--- src/rtl/ibex_rf_write_arbiter.sv ---
// Register file write-port arbiter: merges late load data with in-order execute results,
// buffers displaced execute beats, and flags read operands that hit pending writes.
module ibex_rf_write_arbiter #(
    parameter bit          RV32E     = 1'b0,
    parameter int unsigned DataWidth = 32,
    parameter int unsigned FifoDepth = 2
) (
    input  logic                 clk_i,
    input  logic                 rst_ni,
    input  logic                 ex_valid_i,
    output logic                 ex_ready_o,
    input  logic [4:0]           ex_waddr_i,
    input  logic [DataWidth-1:0] ex_wdata_i,
    input  logic                 lsu_valid_i,
    input  logic [4:0]           lsu_waddr_i,
    input  logic [DataWidth-1:0] lsu_wdata_i,
    output logic                 rf_we_o,
    output logic [4:0]           rf_waddr_o,
    output logic [DataWidth-1:0] rf_wdata_o,
    input  logic [4:0]           raddr_a_i,
    input  logic [4:0]           raddr_b_i,
    output logic                 hazard_a_o,
    output logic                 hazard_b_o,
    output logic                 busy_o
);

    localparam int unsigned PtrW = (FifoDepth > 1) ? $clog2(FifoDepth) : 1;
    localparam int unsigned CntW = $clog2(FifoDepth + 1);

    function automatic logic [4:0] mask_addr(input logic [4:0] a);
        return RV32E ? {1'b0, a[3:0]} : a;
    endfunction

    function automatic logic [PtrW-1:0] next_ptr(input logic [PtrW-1:0] p);
        return (p == PtrW'(FifoDepth - 1)) ? '0 : p + 1'b1;
    endfunction

    logic [4:0]           fifo_addr_q [FifoDepth];
    logic [DataWidth-1:0] fifo_data_q [FifoDepth];
    logic [FifoDepth-1:0] fifo_vld_q;
    logic [PtrW-1:0]      rptr_q, wptr_q;
    logic [CntW-1:0]      count_q, count_d;

    logic                 rf_we_q, rf_we_d;
    logic [4:0]           rf_waddr_q, rf_waddr_d;
    logic [DataWidth-1:0] rf_wdata_q, rf_wdata_d;

    logic [4:0] ex_addr, lsu_addr, ra_addr, rb_addr;
    logic       ex_accept, ex_direct, fifo_push, fifo_pop, fifo_empty;
    logic       lsu_fifo_hit, lsu_drop, fifo_hit_a, fifo_hit_b;

    assign ex_addr  = mask_addr(ex_waddr_i);
    assign lsu_addr = mask_addr(lsu_waddr_i);
    assign ra_addr  = mask_addr(raddr_a_i);
    assign rb_addr  = mask_addr(raddr_b_i);

    assign fifo_empty = (count_q == '0);
    assign ex_ready_o = (count_q < CntW'(FifoDepth));
    assign ex_accept  = ex_valid_i && ex_ready_o;

    // A direct ex write only when nothing older is queued keeps execute writes in order.
    assign ex_direct = !lsu_valid_i && fifo_empty && ex_accept;
    assign fifo_pop  = !lsu_valid_i && !fifo_empty;
    assign fifo_push = ex_accept && !ex_direct;

    always_comb begin
        lsu_fifo_hit = 1'b0;
        fifo_hit_a   = 1'b0;
        fifo_hit_b   = 1'b0;
        for (int unsigned i = 0; i < FifoDepth; i++) begin
            if (fifo_vld_q[i]) begin
                if (fifo_addr_q[i] == lsu_addr) lsu_fifo_hit = 1'b1;
                if (fifo_addr_q[i] == ra_addr)  fifo_hit_a   = 1'b1;
                if (fifo_addr_q[i] == rb_addr)  fifo_hit_b   = 1'b1;
            end
        end
    end

    // A queued or same-cycle execute result to the same register is newer than the load.
    assign lsu_drop = lsu_fifo_hit || (ex_accept && (ex_addr == lsu_addr));

    always_comb begin
        rf_we_d    = 1'b0;
        rf_waddr_d = rf_waddr_q;
        rf_wdata_d = rf_wdata_q;
        if (lsu_valid_i) begin
            if (!lsu_drop && (lsu_addr != '0)) begin
                rf_we_d    = 1'b1;
                rf_waddr_d = lsu_addr;
                rf_wdata_d = lsu_wdata_i;
            end
        end else if (!fifo_empty) begin
            if (fifo_addr_q[rptr_q] != '0) begin
                rf_we_d    = 1'b1;
                rf_waddr_d = fifo_addr_q[rptr_q];
                rf_wdata_d = fifo_data_q[rptr_q];
            end
        end else if (ex_accept) begin
            if (ex_addr != '0) begin
                rf_we_d    = 1'b1;
                rf_waddr_d = ex_addr;
                rf_wdata_d = ex_wdata_i;
            end
        end
    end

    always_comb begin
        count_d = count_q;
        unique case ({fifo_push, fifo_pop})
            2'b10:   count_d = count_q + 1'b1;
            2'b01:   count_d = count_q - 1'b1;
            default: count_d = count_q;
        endcase
    end

    always_ff @(posedge clk_i or negedge rst_ni) begin
        if (!rst_ni) begin
            for (int unsigned i = 0; i < FifoDepth; i++) begin
                fifo_addr_q[i] <= '0;
                fifo_data_q[i] <= '0;
            end
            fifo_vld_q <= '0;
            rptr_q     <= '0;
            wptr_q     <= '0;
            count_q    <= '0;
            rf_we_q    <= 1'b0;
            rf_waddr_q <= '0;
            rf_wdata_q <= '0;
        end else begin
            if (fifo_pop) begin
                fifo_vld_q[rptr_q] <= 1'b0;
                rptr_q             <= next_ptr(rptr_q);
            end
            if (fifo_push) begin
                fifo_addr_q[wptr_q] <= ex_addr;
                fifo_data_q[wptr_q] <= ex_wdata_i;
                fifo_vld_q[wptr_q]  <= 1'b1;
                wptr_q              <= next_ptr(wptr_q);
            end
            count_q    <= count_d;
            rf_we_q    <= rf_we_d;
            rf_waddr_q <= rf_waddr_d;
            rf_wdata_q <= rf_wdata_d;
        end
    end

    assign rf_we_o    = rf_we_q;
    assign rf_waddr_o = rf_waddr_q;
    assign rf_wdata_o = rf_wdata_q;

    assign hazard_a_o = (ra_addr != '0) && (fifo_hit_a || (rf_we_q && (rf_waddr_q == ra_addr)));
    assign hazard_b_o = (rb_addr != '0) && (fifo_hit_b || (rf_we_q && (rf_waddr_q == rb_addr)));
    assign busy_o     = !fifo_empty || rf_we_q;

endmodule

--- config.mk ---
export PLATFORM = sky130hd
export DESIGN_NAME = ibex_rf_write_arbiter
export DESIGN_NICKNAME = d
export VERILOG_FILES = /design/src/rtl/ibex_rf_write_arbiter.sv
export SDC_FILE = /design/constraint.sdc
export NUM_CORES = 1
export LEC_CHECK = 0
export BUFFER_PORTS_ARGS = -buffer_cell sky130_fd_sc_hd__clkbuf_2
export CORE_ASPECT_RATIO = 0.8
export CORE_UTILIZATION = 30
export DETAILED_ROUTE_END_ITERATION = 7
export PLACE_DENSITY = 0.53
export SYNTH_ARGS = -nofsm -noshare
export SYNTH_HDL_FRONTEND = slang
export SYNTH_SLANG_ARGS = --single-unit
--- constraint.sdc ---
create_clock -name clk_i -period 2.95 [get_ports clk_i]
set_input_delay 0.4425 -clock clk_i [delete_from_list [all_inputs] [get_ports clk_i]]
set_output_delay 0.4425 -clock clk_i [all_outputs]
set_load 0.1 [all_outputs]
# After elaboration in Yosys (flattened, before gate mapping)

Index checks and enable logic that the tools add are counted.

Flip-flop bits (word level): 118
Output and inout port bits: 42
Word-level logic and storage cells: 124

Add/sub/neg operators: 4
Magnitude comparators: 8
Equal/unequal tests: 14
Muxes and demuxes: 51
Bitwise logic cells: 5
Reduce and logical (&&, ||, !) cells: 31

Operators by type and width:

| operator              | number |
|---|---|
| $mux W32              | 10 |
| $bwmux W64            | 1 |
| $mux W5               | 10 |
| $eq A5 B5 Y1          | 9 |
| $demux W32 S1         | 1 |
| $reduce_bool A5 Y1    | 5 |
| $mux W1               | 22 |
| $logic_and A1 B1 Y1   | 14 |
| $bwmux W10            | 1 |
| $demux W5 S1          | 1 |
| $ge A2 B2 Y1 const B  | 2 |
| $logic_not A1 Y1      | 4 |
| $logic_or A1 B1 Y1    | 4 |
| $lt A1 B2 Y1 const B  | 2 |
| $mux W2               | 2 |
| $not A1 Y2            | 2 |
| $pmux W2 S2           | 1 |
| $reduce_and A4 Y1     | 1 |
| $ne A3 B2 Y1 const B  | 1 |
| $ne A3 B3 Y1 const B  | 1 |
| $reduce_bool A3 Y1    | 1 |
| $add A1 B1 Y1 const B | 2 |
| $add A2 B1 Y2 const B | 1 |
| $and A2 B2 Y2         | 1 |
| other kinds (12)      | 14 |

# Depth between registers and ports, before layout

Depth after elaboration: 10
Depth in mapped cells: 8
Mapped depth without buffers: 6

# Worst setup path after synthesis

No wires, ideal clock.

Path kind: register -> output
Start: register rf_waddr_q[1], in the netlist rf_waddr_o[1]
End: output hazard_b_o
Arrival time: 3.061 ns
Path slack: -0.554 ns
Cell stages (with the launch flop): 6
Path buffers: 0
Cells stage by stage: dfrtp_1 -> xor2_1 -> nor4_1 -> and3_1 -> a31oi_1 -> a21oi_1

Word-level cells in the longest chain between the ends: 4

RTL lines:

| item                     | RTL line | text |
|---|---|---|
| start: declaration       | 45       | `logic [4:0] rf_waddr_q, rf_waddr_d;` |
| start signal: assignment | 142      | `rf_waddr_q <= rf_waddr_d;` |
| $eq A5 B5 Y1             | 152      | `assign hazard_b_o = (rb_addr != '0) && (fifo_hit_b \|\| (rf_we_q && (rf_waddr_q == rb_addr)));` |
| $logic_and A1 B1 Y1      | 152      |  |
| $logic_or A1 B1 Y1       | 152      |  |
| $logic_and A1 B1 Y1      | 152      |  |
| end: declaration         | 23       | `output logic hazard_b_o,` |

No other way between the ends.

# Final worst setup path

Start: register fifo_addr_q[5] (netlist bit)
End: output hazard_a_o

Word-level cells in the longest chain between the ends: 7

RTL lines:

| item                             | RTL line | text |
|---|---|---|
| start: declaration               | 38       | `logic [4:0] fifo_addr_q [FifoDepth];` |
| start signal: indexed assignment | 135      | `fifo_addr_q[wptr_q] <= ex_addr;` |
| $eq A5 B5 Y1 (*)                 | 73       | `if (fifo_addr_q[i] == ra_addr) fifo_hit_a = 1'b1;` |
| $mux W1 (*)                      | 73       |  |
| $mux W1 (*)                      | 71       | `if (fifo_vld_q[i]) begin` |
| $mux W1                          | 73       |  |
| $mux W1 (*)                      | 71       |  |
| $logic_or A1 B1 Y1 (*)           | 151      | `assign hazard_a_o = (ra_addr != '0) && (fifo_hit_a \|\| (rf_we_q && (rf_waddr_q == ra_addr)));` |
| $logic_and A1 B1 Y1 (*)          | 151      |  |
| end: declaration                 | 22       | `output logic hazard_a_o,` |

Every way passes the cells marked *; elsewhere a longest branch is shown, timed or not.

==> metrics.md <==
| Metric | Value |
|---|---|
| F_max | `0.372 GHz` |
| Slew Viols, Final | `0` |
| Seq pwr share | `29.2%` |
| Endpoint class of the critical path | `primary output` |
| Worst EP required | `2.51 ns` |
| Simple-Gate Fraction of Synth Area | `7.84%` |
| Rel. slew slack | `50.8%` |
| Most frequent cell after synthesis | `dfrtp_1` |
| DRT Pass-1 Iters | `4` |
| Avg Cell Area, Syn | `11.1 um2` |
| CTS tree | `yes` |
| R2R depth | `5` |
| Sw Pwr | `4.88 mW` |
| Final setup viols | `0` |
| Post-route DRC | `0` |
| Top cell type's share of synthesized area | `47.3%` |
| Post-place setup slack | `0.461 ns` |
| Antenna violations before repair | `0` |
| Worst Setup Start Kind | `flop` |
| Post-Layout Cell Count | `954` |
| Max-Cap Viols | `0` |
| Crit path largest cell delay | `0.48 ns` |
| Nets | `766` |
| Cts bufs inserted | `17` |
| Worst setup margin | `0.261 ns` |
| H-Tree Depth | `4` |
| Period utilization | `91.2%` |
| Synth Area in Adders | `0.201%` |
| Number of synthesized flops with an enable pin | `0` |
| Core Rows | `46` |
| Peak supply drop | `0.690 mV` |
| Hold Violations, Final | `0` |
| Clk root buf | `clkbuf_16` |
| Starting Density | `31.1%` |
| Yosys reg bits | `118` |
| Ys flop type | `dfrtp_1` |
| Slew @ Worst Pin | `0.738 ns` |
| Via-to-Cell Ratio | `4.77` |
| Clk sinks | `118` |
| Gate power share | `49.6%` |
| Post-CTS Resized | `0` |
| Fraction of registers with async set/reset | `100%` |
| Synth Warn # | `0` |
| Dpl cell area | `0.00717 mm2` |
| Crit-path leading delay family | `simple AND/OR/NAND/NOR gates` |
| R2R Setup Slk | `0.50 ns` |
| Outcome | `completed` |
| Area delta synth->final | `25.5%` |
| Worst path slowest cell | `dfrtp_1` |
| Post-Route WL | `15,600 um` |
| First-pass GRT wire length | `25,100 um` |
| Clock Power Share | `21.2%` |
| Net count after synthesis | `650` |
| Clk_skew | `0.00897 ns` |
| IO Count | `130` |
| Routed Antenna Nets | `0` |
| Gpl congestion | `0.895` |
| Compound-Gate Fraction of Synth Area | `7.16%` |
| CTS Buffer Depth | `2` |
| Routed wire per std cell | `16.3 um` |
| I/O Buffers | `129` |
| Arrival @ worst endpoint | `2.25 ns` |
| Worst path buffer plus inverter count | `1` |
| Overall power | `10.6 mW` |
| Final Instance Area | `0.00783 mm2` |
| Synthesized area | `0.00624 mm2` |
| Hold Path Sink | `fifo_data_q[46]$_DFFE_PN0P_` |
| Min Tclk post-route | `2.69 ns` |
| # hold bufs at CTS | `1` |
| Number of global-route vias before repair | `4,759` |
| Hold Path Cell Cnt | `2` |
| Multiplexer share of the synthesized area | `27.1%` |
| DRT iter0 DRCs | `197` |
| Hold WC Path Type | `primary input to flop` |
| Leak | `3.63 nW` |
| Sum Neg Setup Slack | `0 ns` |
| Vias | `4,555` |
| Worst Path Max Fanout | `6` |
| Core Region | `0.0201 mm2` |
| Start point of the worst hold path | `ex_wdata_i[14]` |
| Switch share | `45.9%` |
| Share of layout cells above drive strength 1 | `41.9%` |
| Overall Global Routing Usage | `15.4%` |
| # Post-CTS Setup Buffers | `0` |
| Crit-path cells | `xor2_1, nor4_1, and3_1, a31oi_1, a21oi_2, clkbuf_2` |
| HPWL after DPL | `10,900 um` |
| RSZ-0062 raised after global routing | `no` |
| R2R Path Start | `fifo_addr_q[1]$_DFFE_PN0P_` |
| Post-Route Utilization | `39.0%` |
| Largest net degree at the start of global routing | `77` |
| Die width | `163 um` |
| Placed insts | `921` |
| Pwr dens | `1360 mW/mm2` |
| Sequential-to-total area share from yosys stat | `47.3%` |
| Largest family of logic cells by synthesized area | `multiplexers` |
| Synth cell count leaders | `118 x dfrtp_1, 92 x mux2_2, 45 x nand2_1` |
| FF-to-FF End | `rf_wdata_o[21]$_DFFE_PN0P_` |
| Worst-path clk slew | `0.06 ns` |
| Yosys top cell by area | `dfrtp_1` |
| Pint | `5.76 mW` |
| Antenna Cells | `0` |
| Area contributors post-synth | `dfrtp_1 47%, mux2_2 17%, mux2i_1 5.9%, mux2_4 4.6%, xor2_1 3.9%` |
| CP Launch Point | `fifo_addr_q[5]$_DFFE_PN0P_` |
| Die area | `0.0214 mm2` |
| Chip Height | `131 um` |
| Grt total ovfl | `0` |
| Post-Synthesis Cells | `561` |
| Number of fill cells | `2,009` |
| Worst-skew pair later-pin latency | `0.41 ns` |
| Kind of critical path | `flop to primary output` |
| Min Hold Slack | `0.294 ns` |
| Yosys cell types | `30` |
| Synth Area in XOR/XNOR | `6.88%` |
[flip-flops by register name (all words and copies together), names as in the netlist]
| signal | count |
|---|---|
| rptr_q | 1 |
| fifo_vld_q | 2 |
| rf_waddr_o | 5 |
| rf_we_o | 1 |
| wptr_q | 1 |
| fifo_data_q | 64 |
| fifo_addr_q | 10 |
| rf_wdata_o | 32 |
| count_q | 2 |
[per-layer routing]
layer | vias to the layer above | routed length (um) | GRT usage [%]
li1 | 2190 | - | -
met1 | 2220 | 7300 | 19.4
met2 | 124 | 7020 | 24.6
met3 | 21 | 921 | 4.80
met4 | 0 | 323 | 5.99
met5 | - | 0 | 0
[power groups by stage]
stage                     combinational (mW)  clock, mW  sequential (mW)
final                                   5.28       2.25             3.11
after global routing                    5.66       2.39             3.23
after CTS                               5.34       2.31             3.11
after detailed placement                5.33          0             3.13
after global placement                  5.23          0             3.09
after floorplan                         2.74          0             4.65
[cells in the final DEF, fill, tap and decap left out, types with 3 or more instances in the layout]
cell type and n:
buf_4 9, nor2_1 42, clkbuf_16 17, clkbuf_2 128, xor2_1 28, bufinv_16 5
clkinv_2 4, dfrtp_1 117, mux2_2 92, xnor2_1 21, buf_12 3, mux2i_1 37
nor4_1 8, nand2_1 44, o21ai_0 40, and3_1 3, mux2_4 19, a21oi_1 37
or4_1 4
[worst register-to-register path, stage by stage, from the launching register on]
cell and delay (ns):
dfrtp_1 0.49, or4b_1 0.54, o311ai_1 0.43, o311ai_4 0.19
buf_4 0.29, mux2_4 0.39
[worst max path at each step]
stage,end,slack (ns),depth (start not counted)
after global routing,hazard_a_o,0.17,6
final,hazard_a_o,0.26,6
after detailed placement,fifo_data_q[3]$_DFFE_PN0P_,0.46,6
after floorplan,hazard_b_o,0.06,5
after global placement,rf_wdata_o[21]$_DFFE_PN0P_,0.49,5
after CTS,hazard_a_o,0.24,6
[layout make-up]
type	count	area [um2]	share of cell area, %
sequential	118	2950	37.7
inverter	2	7.51	0.0959
tap	264	330	4.22
multi-input combinational	397	3110	39.8
timing repair buffer	141	778	9.94
clock buffer	19	443	5.66
clock inverter	13	203	2.59
[kinds of logic after synthesis]
group,after synthesis
xor+xnor,49
simple gates,113
mux,148
buf+inv,46
compound gates,86
flops,118
fa+ha+maj,1
Note: power is estimated with default switching activity, not from simulation.
